===== config.mk =====
export PLATFORM = sky130hd
export DESIGN_NAME = crc4_ser_tx
export DESIGN_NICKNAME = d
export VERILOG_FILES = /design/src/rtl/crc4_ser_tx.sv
export SDC_FILE = /design/constraint.sdc
export NUM_CORES = 1
export LEC_CHECK = 0
export CORE_MARGIN = 2
export CORE_UTILIZATION = 45
export DETAILED_ROUTE_END_ITERATION = 10
export PLACE_DENSITY = 0.7
export RECOVER_POWER = 50
export SETUP_SLACK_MARGIN = 0.2
export SLEW_MARGIN = 5
export SYNTH_ARGS = -nofsm -noshare
export SYNTH_HDL_FRONTEND = slang
export SYNTH_SLANG_ARGS = --single-unit

===== constraint.sdc =====
create_clock -name clk -period 4.03 [get_ports clk]
set_clock_uncertainty 0.15 [all_clocks]
set_input_delay 0.403 -clock clk [delete_from_list [all_inputs] [get_ports clk]]
set_output_delay 0.403 -clock clk [all_outputs]
set_load 0.05 [all_outputs]

===== src/rtl/crc4_ser_tx.sv =====
// Serial transmitter: an 8-bit word followed by its CRC-4 (x^4+x+1), MSB first.
// Optional CRC corruption for receiver testing is enabled by defining CRC4_TX_ERRINJ_EN.
module crc4_ser_tx (
    input  logic       clk,
    input  logic       rst_b,
    input  logic [7:0] din,
    input  logic       din_vld,
    output logic       din_rdy,
`ifdef CRC4_TX_ERRINJ_EN
    input  logic       err_inj,
`endif
    output logic       sout,
    output logic       sout_vld,
    output logic       done
);

    typedef enum logic [1:0] {
        IDLE = 2'd0,
        DATA = 2'd1,
        CRC  = 2'd2
    } state_t;

    state_t      state_reg, state_next;
    logic [7:0]  shift_reg, shift_next;
    logic [3:0]  crc_reg, crc_next;
    logic [2:0]  cnt_reg, cnt_next;
    logic        flag_reg, flag_next;
    logic        last_crc;
    logic        accept;
    logic        inj_req;
    logic        fb;

`ifdef CRC4_TX_ERRINJ_EN
    assign inj_req = err_inj;
`else
    assign inj_req = 1'b0;
`endif

    // Outputs depend on registered state only.
    assign last_crc = (state_reg == CRC) && (cnt_reg == 3'd3);
    assign din_rdy  = (state_reg == IDLE) || last_crc;
    assign sout_vld = (state_reg != IDLE);
    assign done     = last_crc;
    assign accept   = din_vld && din_rdy;
    assign fb       = shift_reg[7] ^ crc_reg[3];

    always_comb begin
        sout = 1'b0;
        case (state_reg)
            DATA:    sout = shift_reg[7];
            CRC:     sout = crc_reg[3] ^ (flag_reg && last_crc);
            default: sout = 1'b0;
        endcase
    end

    always_comb begin
        state_next = state_reg;
        shift_next = shift_reg;
        crc_next   = crc_reg;
        cnt_next   = cnt_reg;
        flag_next  = flag_reg;
        case (state_reg)
            DATA: begin
                shift_next = {shift_reg[6:0], 1'b0};
                crc_next   = {crc_reg[2:1], crc_reg[0] ^ fb, fb};
                cnt_next   = cnt_reg + 3'd1;
                if (cnt_reg == 3'd7) begin
                    state_next = CRC;
                end
            end
            CRC: begin
                crc_next = {crc_reg[2:0], 1'b0};
                cnt_next = cnt_reg + 3'd1;
                if (cnt_reg == 3'd3) begin
                    state_next = IDLE;
                    cnt_next   = 3'd0;
                end
            end
            default: begin
                state_next = IDLE;
            end
        endcase
        // An accept in the last CRC cycle overrides the return to IDLE.
        if (accept) begin
            state_next = DATA;
            shift_next = din;
            crc_next   = 4'd0;
            cnt_next   = 3'd0;
            flag_next  = inj_req;
        end
    end

`ifndef CRC4_TX_ERRINJ_EN
    // Without error injection the flag is tied low and never set.
`endif

    always_ff @(posedge clk) begin
        if (!rst_b) begin
            state_reg <= IDLE;
            shift_reg <= 8'd0;
            crc_reg   <= 4'd0;
            cnt_reg   <= 3'd0;
            flag_reg  <= 1'b0;
        end else begin
            state_reg <= state_next;
            shift_reg <= shift_next;
            crc_reg   <= crc_next;
            cnt_reg   <= cnt_next;
            flag_reg  <= flag_next;
        end
    end

endmodule

==> Flow_metrics.wiki, run 1 <==
{| class="wikitable"
! Metric !! Value
|-
| Core outline area || roughly 1800 um2
|-
| Number of nets in the final layout || between 100 and 150
|-
| Number of iterations in the first detailed-routing pass || 4
|-
| Count of buffers from port buffering || 14
|-
| Power per standard cell area || 323 nW/um2
|-
| Flip-flop cell with the highest count after synthesis || sky130_fd_sc_hd__dfxtp_1
|-
| Final Wtd Congestion || 0.779
|-
| Highest clock rate || 328 MHz
|-
| Run status || complete, but fails checks
|-
| Total setup buffers inserted after CTS || 0
|-
| Max Transition Viols Final || 19
|-
| Die Span X || roughly 48 um
|-
| Total CTS buffers || 3
|-
| EDFF count, synth || 0
|-
| I/O pin total || 15
|-
| # diodes || 0
|-
| Detailed placement HPWL || 1030 um
|-
| Timing endpoint of the critical path || crc_reg[1]
|-
| Required time at the endpoint of the critical path || slightly above 4000 ps
|-
| Maximum fanout encountered on the critical timing path || 18
|-
| Wire length after detailed routing || 1380 um
|-
| Most frequent standard cell in the layout excluding fill and tap cells || sky130_fd_sc_hd__dfxtp_1
|-
| Sort of element at the start of the critical path || flip-flop
|-
| Async set-reset flop share out of synthesis || 0%
|-
| Flip-flop and latch count after synthesis || 17
|-
| Total setup violations reported at the end of the flow || 0
|-
| Area share of the leading cell type in the synthesized netlist || 39.4%
|-
| Share of the yosys chip area belonging to registers || 39.4%
|-
| Final Cycle Share || 75.6%
|-
| Initial detailed-routing violation count || 8
|-
| CTS tree || yes
|-
| CP arrival || 3120 ps
|-
| DRC violations left || 0
|-
| Post-synthesis cell type count || 27
|-
| Start point of the critical path || state_reg[0]
|-
| RSZ-0062 raised after global routing || false
|-
| Total Die Area || 2290 um2
|-
| Internal reg-to-reg setup slack || 980 ps
|-
| Warnings from Yosys || 0
|-
| Number of rows created at floorplan || 15
|-
| Cell area after placement || 1000 um2
|-
| Number of fillers in the final layout || roughly 180
|-
| Clock-pin transition on the worst setup and hold timing paths || roughly 100 ps
|-
| H-Tree Level Count || 1
|-
| Buffer cell driving the clock tree root || sky130_fd_sc_hd__clkbuf_4
|-
| Worst slew margin relative to its limit || -15.8%
|-
| Proportion of layout cells with a drive suffix above 1 || under 10%
|-
| Most area-hungry cell type in the Yosys netlist || sky130_fd_sc_hd__dfxtp_1
|-
| Area added between synthesis and finish || 18.1%
|-
| Type of destination of the critical path || flip-flop
|-
| Starting utilization of the core area || 49.0%
|-
| Reg2reg path depth || 7
|-
| Largest net degree at the start of global routing || 19
|-
| Multi-input logic area || 467 um2
|-
| Vertical die dimension || between 40 and 50 um
|-
| Cells taking the most area after synthesis || sky130_fd_sc_hd__dfxtp_1 (39%), sky130_fd_sc_hd__mux2i_1 (13%), sky130_fd_sc_hd__o211a_1 (8.1%)
|-
| Static Leak || 0.443 nW
|-
| Peak supply drop || 210 uV
|-
| Max-cap violation count || 1
|-
| Via count of the first global-routing pass || between 500 and 600
|-
| CTS Buffer Depth || 2
|-
| Average cell area after synthesis || 9.40 um2
|-
| Tot GR Track Use || 14.1%
|-
| Final count of hold timing violations || 0
|-
| Post-route setup TNS || 0 ps
|-
| Number of placed instances, taps included || 126
|-
| Number of flip-flops under the largest register name || 8
|-
| Kind of critical path || reg2reg
|-
| Number of instances in the synthesized netlist || 92
|-
| Type of the worst min-delay path || reg2reg
|-
| Total via count in the routed design || 668
|-
| Origin of the critical flop-to-flop path || state_reg[0]
|-
| Net Count, Synth || about 110
|-
| Count of placed standard cells in the final layout, fillers left out || 130
|-
| Gates resized, CTS repair || 0
|-
| Clk sink count || 17
|-
| Wire length of the first global-routing pass || 2260 um
|-
| GRT Residual Overflow || 0
|-
| Via density || 5.14
|-
| Antenna violations before repair || 0
|-
| Time the worst path needs with I/O delays and setup || between 3000 and 4000 ps
|-
| Failing checks || max-capacitance violations, max-slew violations
|-
| Final instance area || 1020 um2
|-
| Worst r2r dst || crc_reg[1]
|-
| Worst Tran Pin Value || about 1700 ps
|-
| Number of buffers inserted for hold repair after clock tree synthesis || 0
|-
| Hold Startpoint || cnt_reg[1]
|-
| Leading cell types in the layout, fill and taps excluded || sky130_fd_sc_hd__dfxtp_1 (17), sky130_fd_sc_hd__nand2_1 (15), sky130_fd_sc_hd__clkdlybuf4s50_1 (14)
|-
| Wire length per cell after detailed routing || around 11 um
|-
| Post-Syn Area || 865 um2
|-
| Area occupied by registers || 340 um2
|-
| Later-pin clock latency in the skew report || 290 ps
|-
| Antenna Violating Nets Remaining || 0
|}
cell usage after synthesis (2+ instances only):
cell type,n
sky130_fd_sc_hd__ha_1,4
sky130_fd_sc_hd__dfxtp_1,17
sky130_fd_sc_hd__nand2_1,15
sky130_fd_sc_hd__inv_1,3
sky130_fd_sc_hd__o211a_1,7
sky130_fd_sc_hd__mux2i_1,11
sky130_fd_sc_hd__nor2_1,7
sky130_fd_sc_hd__a21oi_1,3
sky130_fd_sc_hd__buf_2,4
sky130_fd_sc_hd__nor2b_1,2
sky130_fd_sc_hd__xnor2_1,2
sky130_fd_sc_hd__o21ai_0,2
worst max-delay path, stage by stage, from the launching register on:
cell and delay (ps):
sky130_fd_sc_hd__dfxtp_1 360, sky130_fd_sc_hd__inv_1 70, sky130_fd_sc_hd__ha_1 300, sky130_fd_sc_hd__nand3b_2 150
sky130_fd_sc_hd__inv_1 60, sky130_fd_sc_hd__o21ai_0 1290, sky130_fd_sc_hd__nand2_2 340, sky130_fd_sc_hd__a211oi_2 240
layer usage:
layer	global-route usage (%)	share of wire [%]	wire [um]	vias up
met5	0	0	0	-
met4	8.11	2.0	28	0
met2	21.9	44	614	14
met3	2.26	3.9	54	4
li1	-	-	-	343
met1	18.4	50	684	307
per-stage QoR:
| stage | util, % | total power (W) | hold WS [ps] | setup slack (ps) |
|---|---|---|---|---|
| floorplan | - | 0.000228 | 299 | 1840 |
| global placement | 57.0 | 0.000244 | 317 | 1470 |
| detailed placement | 57.0 | 0.000245 | 326 | 1430 |
| CTS | 58.5 | 0.000337 | 341 | 1090 |
| global route | 57.9 | 0.000347 | 371 | 545 |
| finish | 57.9 | 0.000330 | 334 | 982 |
final cells by class:
| type | instances | share of cell area, % |
|---|---|---|
| inverter | 4 | 1.47 |
| clock buffer | 3 | 2.21 |
| clock inverter | 1 | 0.490 |
| tap | 25 | 3.06 |
| sequential | 17 | 33.3 |
| multi-input combinational | 66 | 45.7 |
| timing repair buffer | 14 | 13.7 |
kinds of logic (layout without fill, tap and decap cells):
group | Yosys count | count (layout) | share of synthesized area (%)
AND/OR/NAND/NOR | 30 | 30 | 15.9
AO/OA/AOI/OAI | 18 | 18 | 17.5
flip-flops | 17 | 17 | 39.4
multiplexers | 12 | 12 | 14.0
buffers and inverters | 9 | 22 | 5.35
adder cells (fa/ha/maj) | 4 | 4 | 5.79
XOR/XNOR | 2 | 2 | 2.03
power by group:
group | switching (W) | internal [W]
clock network | 0.0000536 | 0.0000369
logic | 0.0000282 | 0.0000291
registers | 0.00000511 | 0.000177
worst min path at each step:
stage,to,slack (ps),cells past startpoint
2_1_floorplan,cnt_reg[1],300,2
6_report,cnt_reg[1],330,2
5_1_grt,cnt_reg[1],370,2
3_3_place_gp,cnt_reg[1],320,2
3_5_place_dp,shift_reg[0],330,2
4_1_cts,shift_reg[0],340,2
(Power assumes the default switching activity.)
==> run 2: changes to the inputs <==
clock period = 2.97 ns   (was 4.03 ns; I/O delays follow)
==> run 2 against run 1 <==
Against the previous run: the flow now finishes without violations; worst setup slack lost 620 ps; sequential power grew 36%; routed wire length is 5.6% higher; flip-flop and latch count is the same; final cell count is 0.77% higher; critical path type is now reg2out; largest power group unchanged.
==> Flow_metrics.wiki, run 2 (synthesized netlist as in run 1, its figures left out) <==
{| class="wikitable"
! Metric !! Value
|-
| Total CTS buffers || 3 (unchanged)
|-
| Number of flip-flops under the largest register name || 8 (unchanged)
|-
| Wire length of the first global-routing pass || 2310 um (was 2260 um)
|-
| Antenna Violating Nets Remaining || 0 (unchanged)
|-
| Post-route setup TNS || 0 ps (unchanged)
|-
| Wire length after detailed routing || 1460 um (was 1380 um)
|-
| Peak supply drop || 270 uV (was 210 uV)
|-
| GRT Residual Overflow || 0 (unchanged)
|-
| Total via count in the routed design || 648 (was 668)
|-
| Share of power burned in combinational logic || 17.8% (was 17.4%)
|-
| Number of iterations in the first detailed-routing pass || 4 (unchanged)
|-
| Final Cycle Share || 87.6%
|-
| Worst slew margin relative to its limit || 66.6% (was -15.8%)
|-
| Count of buffers from port buffering || 14 (unchanged)
|-
| Type of the worst min-delay path || reg2reg (unchanged)
|-
| Worst setup margin || 367 ps (was 982 ps)
|-
| Internal power contribution || 0.000331 W (was 0.000243 W)
|-
| Sort of element at the start of the critical path || flip-flop (unchanged)
|-
| Run status || completed (was complete, but fails checks)
|-
| Power spent charging and discharging nets || 0.000119 W (was 0.0000869 W)
|-
| Proportion of layout cells with a drive suffix above 1 || 8.49% (was 7.62%)
|-
| Static Leak || 0.469 nW (was 0.443 nW)
|-
| Max Transition Viols Final || 0 (was 19)
|-
| Type of destination of the critical path || output port (was flip-flop)
|-
| I/O pin total || 15 (unchanged)
|-
| Number of nets in the final layout || 122 (was 121)
|-
| Starting utilization of the core area || 49.0% (unchanged)
|-
| Vertical die dimension || 47.8 um (unchanged)
|-
| Total setup violations reported at the end of the flow || 0 (unchanged)
|-
| Core outline area || 1760 um2 (unchanged)
|-
| Via count of the first global-routing pass || 548 (was 575)
|-
| Number of fillers in the final layout || 175 (was 184)
|-
| H-Tree Level Count || 1 (unchanged)
|-
| Final count of hold timing violations || 0 (unchanged)
|-
| Highest clock rate || 384 MHz
|-
| Kind of critical path || reg2out (was reg2reg)
|-
| Via density || 4.95 (was 5.14)
|-
| Largest net degree at the start of global routing || 19 (unchanged)
|-
| Net switching share of the total power || 26.5% (was 26.3%)
|-
| Power after layout || 0.000450 W (was 0.000330 W)
|-
| Portion of total power attributed to sequential cells || 54.9% (was 55.2%)
|-
| Total Die Area || 2290 um2 (unchanged)
|-
| Count of placed standard cells in the final layout, fillers left out || 131 (was 130)
|-
| Power per standard cell area || 433 nW/um2 (was 323 nW/um2)
|-
| Number of placed instances, taps included || 127 (was 126)
|-
| RSZ-0062 raised after global routing || false (unchanged)
|-
| Time the worst path needs with I/O delays and setup || 2600 ps
|-
| DRC violations left || 0 (unchanged)
|-
| Leading cell types in the layout, fill and taps excluded || sky130_fd_sc_hd__dfxtp_1 (17), sky130_fd_sc_hd__nand2_1 (16), sky130_fd_sc_hd__clkdlybuf4s50_1 (13) (was sky130_fd_sc_hd__dfxtp_1 (17), sky130_fd_sc_hd__nand2_1 (15), sky130_fd_sc_hd__clkdlybuf4s50_1 (14))
|-
| Buffer cell driving the clock tree root || sky130_fd_sc_hd__clkbuf_4 (unchanged)
|-
| Tot GR Track Use || 15.1% (was 14.1%)
|-
| Clk sink count || 17 (unchanged)
|-
| Required time at the endpoint of the critical path || 2520 ps (was 4100 ps)
|-
| Later-pin clock latency in the skew report || 290 ps (about the same)
|-
| Cell area after placement || 1010 um2 (was 1000 um2)
|-
| Wire length per cell after detailed routing || 11.1 um (was 10.6 um)
|-
| Worst Tran Pin Value || 501 ps (was 1720 ps)
|-
| Final Wtd Congestion || 0.841 (was 0.779)
|-
| Area added between synthesis and finish || 20.3% (was 18.1%)
|-
| Clock-pin transition on the worst setup and hold timing paths || 100 ps (about the same)
|-
| Most frequent standard cell in the layout excluding fill and tap cells || sky130_fd_sc_hd__dfxtp_1 (unchanged)
|-
| Maximum fanout encountered on the critical timing path || 9 (was 18)
|-
| Antenna violations before repair || 0 (unchanged)
|-
| Detailed placement HPWL || 1050 um (was 1030 um)
|-
| Initial detailed-routing violation count || 11 (was 8)
|-
| Clock power frac || 27.3% (was 27.4%)
|-
| Number of rows created at floorplan || 15 (unchanged)
|-
| Final instance area || 1040 um2 (was 1020 um2)
|-
| # diodes || 0 (unchanged)
|-
| Pre-CTS setup slack || 596 ps (was 1430 ps)
|-
| CTS Buffer Depth || 2 (unchanged)
|-
| CTS tree || yes (unchanged)
|-
| CP arrival || 2160 ps (was 3120 ps)
|-
| Die Span X || 47.8 um (unchanged)
|-
| Max-cap violation count || 0 (was 1)
|}
==> run 2: area by class of cell <==
class	count	area (um2)	share of cell area, %
clock buffers	3	22.5	2.17
clock inverters	1	5.00	0.481
inverters	4	15.0	1.44
multi-input cells	66	475	45.7
flip-flops and latches	17	340	32.7
well taps	25	31.3	3.01
repair buffers	15	150	14.4
==> run 2: path summary, 6_finish.rpt <==
check,from,endpoint,slack (ps),depth (start not counted)
worst max-delay path,state_reg[0],done,370,5
worst min-delay path,cnt_reg[1],cnt_reg[1],340,2
worst max register to register,state_reg[0],crc_reg[1],860,7
worst min register to register,cnt_reg[1],cnt_reg[1],340,2
==> run 2: worst max-delay path: stages, from the launching register on <==
cell	delay, ps
sky130_fd_sc_hd__dfxtp_1	340
sky130_fd_sc_hd__inv_1	90
sky130_fd_sc_hd__ha_1	340
sky130_fd_sc_hd__nand3b_2	160
sky130_fd_sc_hd__inv_1	130
sky130_fd_sc_hd__clkdlybuf4s50_1	810
==> run 2: layer usage <==
layer,up-vias,wire length [um],GRT usage [%]
met5,-,0,0
met4,0,12,7.03
met3,2,51,4.53
met2,15,668,24.0
met1,286,727,18.6
li1,345,-,-
==> run 2: timing repair <==
item	CTS	global route
resized for setup	0	1
hold buffers	0	0
endpoints found under the setup margin	0	1
buffers inserted	0	0
==> run 2: power groups by stage <==
stage | logic (W) | clock network, W | registers [W]
CTS | 0.0000817 | 0.000127 | 0.000247
global placement | 0.0000795 | 0 | 0.000252
floorplan | 0.0000587 | 0 | 0.000250
global route | 0.0000884 | 0.000138 | 0.000249
detailed placement | 0.0000811 | 0 | 0.000252
finish | 0.0000803 | 0.000123 | 0.000247
==> run 2: stage by stage <==
stage	util [%]	hold WS, ps
after global placement	57.4	320
after floorplan	-	280
after detailed placement	57.4	324
after global routing	58.9	368
final	58.9	345
after CTS	58.9	339
==> run 3: changes to the inputs <==
ABC_AREA = 1   (was default)
GPL_TIMING_DRIVEN = 0   (was default)
PLACE_DENSITY = 0.69   (was 0.7)
==> run 3 against run 2 <==
Against the previous run: final area rose by 3.0%; hold slack got worse by 150 ps; combinational power rose by 4.0%; routed wire length rose by 31%; synthesized cell count rose by 38%; power rose by 1.5%; critical path type unchanged; largest cell class unchanged; highest routed layer unchanged.
==> Flow_metrics.wiki, run 3 <==
{| class="wikitable"
! Metric !! Value
|-
| Multiplexer share of the synthesized area || 1.09% (was 14.0%)
|-
| Worst slew margin relative to its limit || 66.3% (was 66.6%)
|-
| Most area-hungry cell type in the Yosys netlist || sky130_fd_sc_hd__dfxtp_1 (unchanged)
|-
| Later-pin clock latency in the skew report || 290 ps (about the same)
|-
| Most numerous cell types in the synthesized netlist || sky130_fd_sc_hd__nand2_1 (36), sky130_fd_sc_hd__nand3_1 (20), sky130_fd_sc_hd__dfxtp_1 (17) (was sky130_fd_sc_hd__dfxtp_1 (17), sky130_fd_sc_hd__nand2_1 (15), sky130_fd_sc_hd__mux2i_1 (11))
|-
| Buffer cell driving the clock tree root || sky130_fd_sc_hd__clkbuf_4 (unchanged)
|-
| Share of power burned in combinational logic || 18.3% (was 17.8%)
|-
| Power per standard cell area || 427 nW/um2 (was 433 nW/um2)
|-
| Final Cycle Share || 88.7% (was 87.6%)
|-
| Sort of element at the start of the critical path || flip-flop (unchanged)
|-
| Detailed placement HPWL || 1390 um (was 1050 um)
|-
| Time the worst path needs with I/O delays and setup || 2630 ps (was 2600 ps)
|-
| GRT Residual Overflow || 0 (unchanged)
|-
| Post-synthesis cell type count || 21 (was 27)
|-
| Clk sink count || 17 (unchanged)
|-
| Worst path slowest cell || sky130_fd_sc_hd__clkdlybuf4s50_1 (unchanged)
|-
| Via density || 4.94 (was 4.95)
|-
| Final count of hold timing violations || 0 (unchanged)
|-
| Wire length per cell after detailed routing || 11.2 um (was 11.1 um)
|-
| Multi-input logic area || 454 um2 (was 475 um2)
|-
| Static Leak || 0.486 nW (was 0.469 nW)
|-
| EDFF count, synth || 0 (unchanged)
|-
| Total CTS buffers || 3 (unchanged)
|-
| Fraction of the mapped netlist area in simple logic gates || 35.0% (was 15.9%)
|-
| DRC violations left || 0 (unchanged)
|-
| Top-count cell post-synth || sky130_fd_sc_hd__nand2_1 (was sky130_fd_sc_hd__dfxtp_1)
|-
| Count of buffers from port buffering || 13 (was 14)
|-
| Average cell area after synthesis || 7.26 um2 (was 9.40 um2)
|-
| Final Wtd Congestion || 0.770 (was 0.841)
|-
| Warnings from Yosys || 0 (unchanged)
|-
| Post-synthesis share of cell area spent on full adders, half adders and majority gates || 5.43% (was 5.79%)
|-
| I/O pin total || 15 (unchanged)
|-
| RSZ-0062 raised after global routing || false (unchanged)
|-
| Type of the worst min-delay path || in2reg (was reg2reg)
|-
| Area occupied by registers || 340 um2 (unchanged)
|-
| Number of flip-flops under the largest register name || 8 (unchanged)
|-
| CTS Buffer Depth || 2 (unchanged)
|-
| Post-Syn Area || 922 um2 (was 865 um2)
|-
| Util after Layout || 55.2% (was 58.9%)
|-
| Net switching share of the total power || 28.8% (was 26.5%)
|-
| Critical path's largest stage delay || 810 ps (about the same)
|-
| Synthesized-area fraction occupied by ao, oa, aoi and oai cells || 9.91% (was 17.5%)
|-
| Area share of the leading cell type in the synthesized netlist || 36.9% (was 39.4%)
|-
| Largest net degree at the start of global routing || 11 (was 19)
|-
| Antenna violations before repair || 0 (unchanged)
|-
| Starting utilization of the core area || 47.5% (was 49.0%)
|-
| Number of rows created at floorplan || 16 (was 15)
|-
| Count of placed standard cells in the final layout, fillers left out || 171 (was 131)
|-
| Total Die Area || 2430 um2 (was 2290 um2)
|-
| Most frequent standard cell in the layout excluding fill and tap cells || sky130_fd_sc_hd__nand2_1 (was sky130_fd_sc_hd__dfxtp_1)
|-
| Number of placed instances, taps included || 167 (was 127)
|-
| Cells taking the most area after synthesis || sky130_fd_sc_hd__dfxtp_1 (37%), sky130_fd_sc_hd__nand2_1 (15%), sky130_fd_sc_hd__nand3_1 (11%) (was sky130_fd_sc_hd__dfxtp_1 (39%), sky130_fd_sc_hd__mux2i_1 (13%), sky130_fd_sc_hd__o211a_1 (8.1%))
|-
| Number of instances in the synthesized netlist || 127 (was 92)
|-
| Type of destination of the critical path || output port (unchanged)
|-
| Internal power contribution || 0.000325 W (was 0.000331 W)
|-
| Via count of the first global-routing pass || 794 (was 548)
|-
| Total via count in the routed design || 845 (was 648)
|-
| Kind of critical path || reg2out (unchanged)
|-
| Antenna Violating Nets Remaining || 0 (unchanged)
|-
| Proportion of layout cells with a drive suffix above 1 || 5.56% (was 8.49%)
|-
| Tot GR Track Use || 17.6% (was 15.1%)
|-
| Total setup buffers inserted after CTS || 0 (unchanged)
|-
| Leading cell types in the layout, fill and taps excluded || sky130_fd_sc_hd__nand2_1 (37), sky130_fd_sc_hd__nand3_1 (21), sky130_fd_sc_hd__dfxtp_1 (17) (was sky130_fd_sc_hd__dfxtp_1 (17), sky130_fd_sc_hd__nand2_1 (16), sky130_fd_sc_hd__clkdlybuf4s50_1 (13))
|-
| Total setup violations reported at the end of the flow || 0 (unchanged)
|-
| Xor/xnor share of the synthesized area || 0.950% (was 2.03%)
|-
| Clock power frac || 27.9% (was 27.3%)
|-
| Async set-reset flop share out of synthesis || 0% (unchanged)
|-
| Required time at the endpoint of the critical path || 2520 ps (about the same)
|-
| CTS tree || yes (unchanged)
|-
| Number of iterations in the first detailed-routing pass || 4 (unchanged)
|-
| Dominant combinational cell family by area after synthesis || simple AND/OR/NAND/NOR gates (was compound AO/OA/AOI/OAI gates)
|-
| Flip-flop and latch count after synthesis || 17 (unchanged)
|-
| Number of nets in the final layout || 160 (was 122)
|-
| Cell area after placement || 1090 um2 (was 1010 um2)
|-
| Core outline area || 1940 um2 (was 1760 um2)
|-
| Final instance area || 1070 um2 (was 1040 um2)
|-
| Wire length after detailed routing || 1910 um (was 1460 um)
|-
| Number of fillers in the final layout || 206 (was 175)
|-
| Maximum fanout encountered on the critical timing path || 10 (was 9)
|-
| Net Count, Synth || 142 (was 107)
|-
| # diodes || 0 (unchanged)
|-
| Flip-flop cell with the highest count after synthesis || sky130_fd_sc_hd__dfxtp_1 (unchanged)
|-
| Combined buffer and inverter count along the critical path || 2 (was 3)
|-
| H-Tree Level Count || 1 (unchanged)
|-
| CP arrival || 2190 ps (was 2160 ps)
|-
| Wire length of the first global-routing pass || 3290 um (was 2310 um)
|-
| Post-route setup TNS || 0 ps (unchanged)
|-
| Clock-pin transition on the worst setup and hold timing paths || 100 ps (about the same)
|-
| Power spent charging and discharging nets || 0.000132 W (was 0.000119 W)
|-
| Power after layout || 0.000457 W (was 0.000450 W)
|-
| Max Transition Viols Final || 0 (unchanged)
|-
| Run status || completed (unchanged)
|-
| Critical Path, Cell by Cell || inv_1 > ha_1 > nand3_1 > nand2_8 > clkdlybuf4s50_1 (was inv_1 > ha_1 > nand3b_2 > inv_1 > clkdlybuf4s50_1)
|-
| Vertical die dimension || 49.3 um (was 47.8 um)
|-
| Max-cap violation count || 0 (unchanged)
|-
| Area added between synthesis and finish || 16.1% (was 20.3%)
|-
| Peak supply drop || 267 uV (was 270 uV)
|-
| Portion of total power attributed to sequential cells || 53.8% (was 54.9%)
|-
| Initial detailed-routing violation count || 7 (was 11)
|-
| Share of the yosys chip area belonging to registers || 36.9% (was 39.4%)
|-
| Highest clock rate || 380 MHz (was 384 MHz)
|-
| Die Span X || 49.3 um (was 47.8 um)
|-
| CP top delay family || buffers and inverters (unchanged)
|-
| Worst Tran Pin Value || 504 ps (was 501 ps)
|}
-- run 3: cell count changes in the layout (fill, tap and decap cells not counted), moves of 7 or more --
cell                      previous run  this run
sky130_fd_sc_hd__o211a_1             7         0
sky130_fd_sc_hd__inv_1               4        14
sky130_fd_sc_hd__mux2i_1            11         1
sky130_fd_sc_hd__nand2_1            16        37
sky130_fd_sc_hd__nand3_1             1        21
sky130_fd_sc_hd__a21oi_1             3        14
-- run 3: power groups by stage --
| stage | Sequential, W | Clock (W) | Combinational (W) |
|---|---|---|---|
| 2_1_floorplan | 0.000250 | 0 | 0.0000628 |
| 3_3_place_gp | 0.000251 | 0 | 0.0000888 |
| 3_5_place_dp | 0.000251 | 0 | 0.0000910 |
| 4_1_cts | 0.000246 | 0.000132 | 0.0000914 |
| 5_1_grt | 0.000247 | 0.000140 | 0.0000941 |
| 6_report | 0.000246 | 0.000128 | 0.0000835 |
-- run 3: final cells by class --
cell class                      instances  area share, %
Tap cell                               27           3.15
Timing Repair Buffer                   13           12.4
Sequential cell                        17           31.8
Buffer                                  4           1.87
Multi-Input combinational cell         89           42.4
Clock buffer                            4           2.45
Inverter                               17           5.96
-- run 3: final timing paths --
| kind | from | to | slack, ps | cells past startpoint |
|---|---|---|---|---|
| setup / recovery | state_reg[0] | din_rdy | 340 | 5 |
| hold / removal | din_vld | shift_reg[0] | 190 | 3 |
| setup reg to reg | state_reg[0] | shift_reg[3] | 710 | 8 |
| hold reg to reg | crc_reg[1] | crc_reg[2] | 320 | 2 |
-- run 3: layer usage --
layer,track usage (%),vias up,share of wire [%]
li1,-,442,-
met1,19.6,381,47
met2,31.5,16,49
met3,3.68,6,2.9
met4,8.10,0,1.7
met5,0,-,0
-- run 3: worst register-to-register path, stage by stage (launching register included) --
cell and delay, ps:
sky130_fd_sc_hd__dfxtp_1 370, sky130_fd_sc_hd__inv_1 70, sky130_fd_sc_hd__ha_1 250, sky130_fd_sc_hd__nand3_1 250
sky130_fd_sc_hd__nand2_8 110, sky130_fd_sc_hd__nand2_1 270, sky130_fd_sc_hd__clkbuf_1 410, sky130_fd_sc_hd__nand3_1 120
sky130_fd_sc_hd__a21oi_1 170
-- run 3: cells by family (layout without fill, tap and decap cells) --
kind of cell | Yosys count | after routing
DFF | 17 | 17
buffers and inverters | 21 | 38
xor gates and xnor gates | 1 | 1
muxes | 1 | 1
adders and majority gates | 4 | 4
and+or+nand+nor | 66 | 66
AOI/OAI and AO/OA | 17 | 17
-- run 3: repair_timing --
| item | CTS | global route |
|---|---|---|
| resized for setup | 0 | 1 |
| endpoints found under the setup margin | 0 | 1 |
| hold buffers | 0 | 0 |
-- run 3: per-stage QoR --
stage,worst slack (ps),hold WS [ps]
3_5_place_dp,567,306
2_1_floorplan,835,288
4_1_cts,223,205
6_report,335,194
5_1_grt,204,195
3_3_place_gp,566,302
